**src/rtl/lsu_pkg.sv**
```systemverilog
// Shared types and decode helpers for the load/store unit.
package lsu_pkg;

    // Control state of the memory-stage sequencer.
    typedef enum logic [1:0] {
        ST_IDLE = 2'd0,
        ST_RD   = 2'd1,
        ST_RESP = 2'd2,
        ST_WR   = 2'd3
    } lsu_state_e;

    // Access size decoded from Funct3[1:0].
    typedef enum logic [1:0] {
        SZ_BYTE = 2'd0,
        SZ_HALF = 2'd1,
        SZ_WORD = 2'd2
    } lsu_size_e;

    // Funct3 encodings used by the pipeline for loads and stores.
    localparam logic [2:0] F3_B  = 3'b000;
    localparam logic [2:0] F3_H  = 3'b001;
    localparam logic [2:0] F3_W  = 3'b010;
    localparam logic [2:0] F3_BU = 3'b100;
    localparam logic [2:0] F3_HU = 3'b101;

    // Bit 1 set means word regardless of bit 0; bit 2 only affects extension.
    function automatic lsu_size_e size_decode(input logic [2:0] funct3);
        lsu_size_e sz;
        if (funct3[1]) begin
            sz = SZ_WORD;
        end else if (funct3[0]) begin
            sz = SZ_HALF;
        end else begin
            sz = SZ_BYTE;
        end
        return sz;
    endfunction

    // Halfwords need an even address, words a multiple of four.
    function automatic logic is_misaligned(input logic [2:0] funct3,
                                           input logic [1:0] addr_lo);
        logic mis;
        case (size_decode(funct3))
            SZ_HALF: mis = addr_lo[0];
            SZ_WORD: mis = (addr_lo != 2'b00);
            default: mis = 1'b0;
        endcase
        return mis;
    endfunction

endpackage

```
**src/rtl/lsu_align.sv**
```systemverilog
// Byte-lane steering: load extraction with sign/zero extension and the
// store-lane merge used by the read-modify-write path. Purely combinational.
module lsu_align
    import lsu_pkg::*;
(
    input  logic [31:0] read_word_i,
    input  logic [1:0]  byte_off_i,
    input  lsu_size_e   size_i,
    input  logic        zero_ext_i,
    input  logic [31:0] store_data_i,
    output logic [31:0] load_data_o,
    output logic [31:0] merged_o
);

    logic [7:0]  byte_sel;
    logic [15:0] half_sel;

    // Pick the addressed byte and halfword out of the little-endian word.
    always_comb begin
        byte_sel = read_word_i[7:0];
        case (byte_off_i)
            2'd0:    byte_sel = read_word_i[7:0];
            2'd1:    byte_sel = read_word_i[15:8];
            2'd2:    byte_sel = read_word_i[23:16];
            default: byte_sel = read_word_i[31:24];
        endcase
        half_sel = byte_off_i[1] ? read_word_i[31:16] : read_word_i[15:0];
    end

    // Extend the selected lane to 32 bits.
    always_comb begin
        load_data_o = read_word_i;
        case (size_i)
            SZ_BYTE: load_data_o = {{24{~zero_ext_i & byte_sel[7]}}, byte_sel};
            SZ_HALF: load_data_o = {{16{~zero_ext_i & half_sel[15]}}, half_sel};
            default: load_data_o = read_word_i;
        endcase
    end

    // Overwrite only the addressed lane(s) of the old word with store data.
    always_comb begin
        merged_o = read_word_i;
        case (size_i)
            SZ_BYTE: begin
                case (byte_off_i)
                    2'd0:    merged_o[7:0]   = store_data_i[7:0];
                    2'd1:    merged_o[15:8]  = store_data_i[7:0];
                    2'd2:    merged_o[23:16] = store_data_i[7:0];
                    default: merged_o[31:24] = store_data_i[7:0];
                endcase
            end
            SZ_HALF: begin
                if (byte_off_i[1]) begin
                    merged_o[31:16] = store_data_i[15:0];
                end else begin
                    merged_o[15:0] = store_data_i[15:0];
                end
            end
            default: merged_o = store_data_i;
        endcase
    end

endmodule

```
**src/rtl/load_store_unit.sv**
```systemverilog
// Memory-stage front end for a word-only data memory: address-to-index
// conversion, alignment check, sub-word loads and read-modify-write stores.
module load_store_unit
    import lsu_pkg::*;
#(
    parameter int ADDR_W         = 32,
    parameter int MEM_DEPTH_LOG2 = 10
) (
    input  logic              Clock,
    input  logic              Reset,
    input  logic              Req,
    input  logic              MemRead,
    input  logic              MemWrite,
    input  logic [2:0]        Funct3,
    input  logic [ADDR_W-1:0] Address,
    input  logic [31:0]       StoreData,
    output logic              Busy,
    output logic              Done,
    output logic              Misaligned,
    output logic [31:0]       LoadData,
    output logic [31:0]       MemAddress,
    output logic [31:0]       MemWriteData,
    output logic              MemWriteEnable,
    output logic              MemReadEnable,
    input  logic [31:0]       MemReadData
);

    lsu_state_e        state_q;
    logic              rd_q;
    logic              wr_q;
    logic [2:0]        f3_q;
    logic [ADDR_W-1:0] addr_q;
    logic [31:0]       sdata_q;
    logic              done_q;
    logic              mis_q;
    logic [31:0]       load_q;
    logic [31:0]       wdata_q;

    logic [31:0]       load_d;
    logic [31:0]       merge_d;
    logic [31:0]       word_idx;
    lsu_size_e         size_q;

    assign size_q = size_decode(f3_q);

    lsu_align u_align (
        .read_word_i  (MemReadData),
        .byte_off_i   (addr_q[1:0]),
        .size_i       (size_q),
        .zero_ext_i   (f3_q[2]),
        .store_data_i (sdata_q),
        .load_data_o  (load_d),
        .merged_o     (merge_d)
    );

    // Address bits above the memory depth alias and are deliberately dropped.
    generate
        if (ADDR_W > MEM_DEPTH_LOG2 + 2) begin : g_alias
            logic addr_hi_unused;
            assign addr_hi_unused = ^addr_q[ADDR_W-1:MEM_DEPTH_LOG2+2];
        end
    endgenerate

    // Word index from the latched byte address, zero-padded to 32 bits.
    always_comb begin
        word_idx = '0;
        word_idx[MEM_DEPTH_LOG2-1:0] = addr_q[MEM_DEPTH_LOG2+1:2];
    end

    // Sequencer: accept in IDLE, read, capture response, write back.
    always_ff @(posedge Clock) begin
        if (!Reset) begin
            state_q <= ST_IDLE;
            rd_q    <= 1'b0;
            wr_q    <= 1'b0;
            f3_q    <= '0;
            addr_q  <= '0;
            sdata_q <= '0;
            done_q  <= 1'b0;
            mis_q   <= 1'b0;
            load_q  <= '0;
            wdata_q <= '0;
        end else begin
            done_q <= 1'b0;
            mis_q  <= 1'b0;
            case (state_q)
                ST_IDLE: begin
                    if (Req) begin
                        rd_q    <= MemRead;
                        wr_q    <= MemWrite;
                        f3_q    <= Funct3;
                        addr_q  <= Address;
                        sdata_q <= StoreData;
                        if (is_misaligned(Funct3, Address[1:0])) begin
                            done_q <= 1'b1;
                            mis_q  <= 1'b1;
                        end else if (MemWrite) begin
                            if (size_decode(Funct3) == SZ_WORD) begin
                                wdata_q <= StoreData;
                                state_q <= ST_WR;
                            end else begin
                                state_q <= ST_RD;
                            end
                        end else if (MemRead) begin
                            state_q <= ST_RD;
                        end else begin
                            done_q <= 1'b1;
                        end
                    end
                end
                ST_RD: begin
                    state_q <= ST_RESP;
                end
                ST_RESP: begin
                    if (wr_q) begin
                        wdata_q <= merge_d;
                        state_q <= ST_WR;
                    end else begin
                        if (rd_q) begin
                            load_q <= load_d;
                        end
                        done_q  <= 1'b1;
                        state_q <= ST_IDLE;
                    end
                end
                ST_WR: begin
                    wdata_q <= '0;
                    done_q  <= 1'b1;
                    state_q <= ST_IDLE;
                end
                default: begin
                    state_q <= ST_IDLE;
                end
            endcase
        end
    end

    // Memory-side strobes come only from registered state; the write strobe
    // is also gated by Reset so a reset edge can never commit a write.
    assign Busy           = (state_q != ST_IDLE);
    assign MemReadEnable  = (state_q == ST_RD);
    assign MemWriteEnable = (state_q == ST_WR) && Reset;
    assign MemAddress     = (state_q == ST_IDLE) ? 32'h0 : word_idx;
    assign MemWriteData   = wdata_q;
    assign Done           = done_q;
    assign Misaligned     = mis_q;
    assign LoadData       = load_q;

endmodule

```
**config.mk**
```make
export PLATFORM = sky130hd
export DESIGN_NAME = load_store_unit
export DESIGN_NICKNAME = d
export VERILOG_FILES = /design/src/rtl/lsu_pkg.sv /design/src/rtl/lsu_align.sv /design/src/rtl/load_store_unit.sv
export SDC_FILE = /design/constraint.sdc
export NUM_CORES = 1
export LEC_CHECK = 0
export BUFFER_PORTS_ARGS = -buffer_cell sky130_fd_sc_hd__buf_2
export CELL_PAD_IN_SITES_DETAIL_PLACEMENT = 0
export CELL_PAD_IN_SITES_GLOBAL_PLACEMENT = 1
export CORE_MARGIN = 1
export CORE_UTILIZATION = 33
export CTS_CLUSTER_DIAMETER = 100
export CTS_CLUSTER_SIZE = 30
export DETAILED_ROUTE_END_ITERATION = 7
export GPL_TIMING_DRIVEN = 1
export PLACE_DENSITY_LB_ADDON = 0.25
export SETUP_SLACK_MARGIN = 0.15
export SYNTH_ARGS = -nofsm -noshare
export SYNTH_HDL_FRONTEND = slang
export SYNTH_SLANG_ARGS = --single-unit
```
**constraint.sdc**
```tcl
create_clock -name Clock -period 1.6 [get_ports Clock]
set_input_delay 0.4 -clock Clock [delete_from_list [all_inputs] [get_ports Clock]]
set_output_delay 0.4 -clock Clock [all_outputs]
set_load 0.05 [all_outputs]
```
# Word level (Yosys, flattened, before mapping)
# Cells that the tools add are included.
# op_classes
eq_ne	15
n_bitwise	4
muxes	47
n_reduce_logical	13
# op_table
op	n
$mux W32	5
$pmux W32 S2	2
$pmux W32 S3	1
$mux W16	3
$mux W2	16
$mux W8	4
$pmux W8 S3	1
$mux W1	11
$eq A2 B2 Y1 const B	5
$mux W10	1
$ne A2 B2 Y1 const B	5
$reduce_and A3 Y1	3
$eq A2 B1 Y1 const B	4
$pmux W2 S4	1
$logic_not A2 Y1	3
$reduce_and A6 Y1	1
$reduce_bool A2 Y1	2
$ne A3 B3 Y1 const B	1
$pmux W1 S3	1
$reduce_bool A3 Y1	1
$reduce_or A3 Y1	1
$and A1 B1 Y1	2
$not A1 Y1	2
$pmux W1 S2	1
2 further kinds	2
# totals
wordCells	89
register_bits	117
inputBits	104

# Longest topological paths before layout
# logic_depth
word_depth	20
depth_mapped	8
depth_no_buf	5

# Modules after synthesis
# From an unflattened synthesis, not the netlist that was laid out.
# hier_totals
hier_cells	881
hier_area_um2	7230.7
# by_module_without_submodules
module	instances	cells_each	seq_area_each_um2	area_per_inst_um2
load_store_unit	1	630	2342.2	5302.6
lsu_align	1	251	0.0	1928.1

# Worst setup path before layout
# OpenSTA, ideal clock, no wires.
# synth_timing
path_type	register to output
from	reg state_q[1]
to	out MemAddress[1]
t_required_ps	1200
stages_incl_launch_ff	6
arrival_ps	1678
path_slack_ps	-478
n_path_buf	2
path_cell_list	dfxtp_1 -> buf_2 -> nor2_1 -> inv_1 -> clkbuf_1 -> and2_1
# synth_via
elab_chain_len	2
# synth_rtl
item	line_no	rtl
from (decl)	load_store_unit.sv:28	lsu_state_e state_q;
from (signal assigned)	load_store_unit.sv:73	state_q <= ST_IDLE;
from (signal assigned)	load_store_unit.sv:100	state_q <= ST_WR;
from (signal assigned)	load_store_unit.sv:102	state_q <= ST_RD;
$logic_not A2 Y1	load_store_unit.sv:143	assign MemAddress = (state_q == ST_IDLE) ? 32'h0 : word_idx;
$mux W10	load_store_unit.sv:143	
to (decl)	load_store_unit.sv:21	output logic [31:0] MemAddress,
# Every way passes these cells.

# Worst setup path in the final report
# layout_timing
from	reg state_q[0]
to	out MemAddress[2]
# The elaborated chain is that of the path after synthesis.

==> impl_metrics.csv <==
group,metric,value,unit
status,status,"complete, but fails checks",
status,violations,"design-rule violations, negative setup slack",
floorplan,initial_core_util,34.1,%
synth,syn_area,0.00620,mm^2
finish,antenna_cells,0,
placed_design,gp_congestion,0.906,
clocking,htreeDepth,4,
floorplan,rows,49,
clocking,cts_hold_buf,0,
clocking,clk_pin_slew_worst_paths,60,ps
placed_design,placed_area,0.00747,mm^2
route,drt_iter0_drc,575,
floorplan,die_w,139,um
clocking,clock-sinks,117,
synth,ys_warn_count,0,
synth,netlist_instances,806,
timing,worst_slack,-226,ps
route,num_vias,6472,
floorplan,coreArea,0.0182,mm^2
route,drt_pass1_iterations,8,
worst_setup_path,required,1200,ps
synth,synth_seq_cells,117,
finish,multi_input_area,0.00377,mm^2
worst_setup_path,ff2ff_setup_slack,-120,ps
grt,grt-busiest-layer,"met2",
timing,hold_violations,0,
grt,grt_usage,23.8,%
worst_setup_path,end_kind,"output pin",
synth,yosysUniqueCellTypes,46,
clocking,cts-buffers-inserted,17,
worst_setup_path,critPathMaxStageDelay,350,ps
placed_design,io_buffer_count,162,
clocking,cts_max_path_buffers,2,
job,maxCapViolations,0,
worst_setup_path,cp_top_family,"flip-flops",
grt,met3_usage,4.66,%
timing,setup_viol,48,
finish,regArea,0.00236,mm^2
clocking,cts_tree,"done",
finish,fin_nets,1100,
route,via_per_inst,5.24,
finish,fillers,1844,
grt,grt_first_pass_wirelength,35200,um
route,wl_per_cell,18.6,um
timing,min_period_over_period,114,%
route,final_antenna_net_count,0,
grt,gr-usage-met1,33.2,%
timing,setup_tns,-4240,ps
synth,ys_seq_area_share,37.7,%
grt,overflow,0,
worst_setup_path,cp_cell_sequence,"nor2_4 -> clkinvlp_4 -> and2_4 -> buf_6",
timing,fmax,0.548,GHz
timing,drv_slew,0,
power,peakVddDrop,0.738,mV
floorplan,io_pins,205,
synth,synth_area_per_cell,7.70,um^2
floorplan,dieHeight,139,um
worst_setup_path,crit_fanout,5,
min_path,hold_class,"input pin to flip-flop",
grt,grt_max_degree,117,
finish,fin_util,49.0,%
worst_setup_path,cp.arrival,1430,ps
grt,grtUsageMet2,36.6,%
timing,rsz0062_at_grt,"true",
placed_design,hpwl,15900,um
timing,skew,10.6,ps
finish,drive_above_1_share,35.1,%
worst_setup_path,path_buf_inv,2,
worst_setup_path,start_kind,"flip-flop",
route,drc,16,
grt,antenna_found_initial,0,
worst_setup_path,path_class,"flip-flop to output pin",
timing,fin_crit,1830,ps
clocking,clk_latency,420,ps
finish,syn2layout_area_growth,43.7,%
power,power_leakage,3.85,nW
finish,design_area,0.00892,mm^2
floorplan,die-area,0.0194,mm^2
route,wl,22900,um
power,p_per_area,1000,mW/mm^2
timing,hold-worst-slack,221,ps
clocking,clockRootBuffer,"clkbuf_16",
grt,grt_pass1_vias,6085,
worst_setup_path,worst_path_max_delay_cell,"dfxtp_4",
[worst min-delay path, stage by stage]
cell and delay [ps]:
buf_2 100, nand2_1 40, a21boi_0 60
[layout by cell type (no fill, tap or decap), types with 5 or more instances in the layout]
cell,synthesis,final
a22oi_1,7,6
clkbuf_16,0,18
mux2i_1,19,18
and2_1,21,8
buf_2,28,116
a31o_2,8,8
o21ai_1,6,46
a21oi_1,60,58
buf_4,24,62
a31oi_1,20,19
o221a_4,0,5
a21boi_0,53,49
nand2_1,168,165
o221ai_1,24,24
o22ai_1,6,6
a22o_1,5,5
buf_6,3,19
dfxtp_1,117,112
nor2b_1,7,5
a211o_1,6,6
buf_12,0,16
clkinv_2,0,5
clkbuf_4,0,19
nor3_1,6,5
conb_1,1,22
and2_4,0,11
nor2_1,52,44
and3_1,9,7
nor2_4,0,6
o21ai_2,0,7
clkbuf_8,0,6
o21ai_0,73,26
[final timing paths]
kind	from	end	depth (start not counted)
min	Address[8]	addr_q[8]	3
min reg2reg	LoadData[3]	LoadData[3]	2
max reg2reg	state_q[0]	MemWriteData[30]	8
max	state_q[0]	MemAddress[2]	4
[Yosys cell counts (all sizes together)]
cell type / number / area, um^2
inv: 6 / 22.5
mux2i: 19 / 190
nand2b: 3 / 18.8
nor2: 53 / 201
and3b: 1 / 8.76
a21boi: 53 / 398
conb: 1 / 3.75
a21o: 1 / 7.51
mux4: 1 / 22.5
clkbuf: 34 / 131
mux2: 4 / 45.0
a21oi: 63 / 327
nor3: 6 / 30.0
a22oi: 7 / 52.6
o21ai: 79 / 395
or3: 1 / 6.26
buf: 58 / 365
a2bb2oi: 3 / 26.3
a31o: 8 / 70.1
o221ai: 24 / 210
o221a: 8 / 90.1
o22ai: 6 / 37.5
nand3: 4 / 20.0
nor2b: 7 / 43.8
o211a: 1 / 10.0
o211ai: 1 / 7.51
and3: 9 / 56.3
a211o: 6 / 52.6
dfxtp: 117 / 2340
and2: 21 / 131
nand3b: 2 / 31.3
o22a: 1 / 8.76
a22o: 5 / 43.8
o2111ai: 4 / 35.0
a31oi: 20 / 125
nand2: 169 / 637
[layout make-up]
class,count,area share (%)
multi-input combinational,612,42.3
sequential,117,26.4
timing repair buffer,241,21.7
clock buffer,23,5.70
tap,229,3.21
inverter,6,0.295
clock inverter,5,0.281
timing repair inverter,1,0.0842
[kinds of logic (layout without fill, tap and decap cells)]
family / Yosys count / count (layout) / share of synthesized area [%]
AO/OA/AOI/OAI: 290 / 290 / 30.6
AND/OR/NAND/NOR: 276 / 276 / 19.1
flip-flops: 117 / 117 / 37.7
buffers and inverters: 98 / 276 / 8.37
multiplexers: 24 / 24 / 4.15
other: 1 / 22 / 0.0604
[flip-flops by register name (all words and copies together), names as in the netlist]
signal	cells
Done	1
LoadData	32
MemWriteData	32
Misaligned	1
addr_q	12
f3_q	3
rd_q	1
sdata_q	32
state_q	2
wr_q	1
[metal layers]
layer  share of wire (%)  wire length, um
met2                  45            10300
met4                 1.8              421
met3                 6.3             1450
met1                  47            10800
met5                   0                0
[stage by stage]
step | setup slack (ps) | power (mW) | instances
2_1_floorplan | 145 | 4.55 | 827
3_3_place_gp | -30.7 | 5.17 | 1179
3_5_place_dp | -81.8 | 5.17 | 1179
4_1_cts | -243 | 8.89 | 1232
5_1_grt | -280 | 9.27 | 1234
6_report | -226 | 8.93 | 1234
[power by group]
group / internal, mW / switching, mW
combinational: 0.806 / 1.37
clock: 2.17 / 1.33
sequential: 3.09 / 0.154
[what timing repair did]
item,CTS,global route
setup endpoints to repair,90,93
pin swaps,9,10
gates cloned,6,1
setup buffers,19,1
resized for setup,128,66
Power figures use the tool's default switching activity.
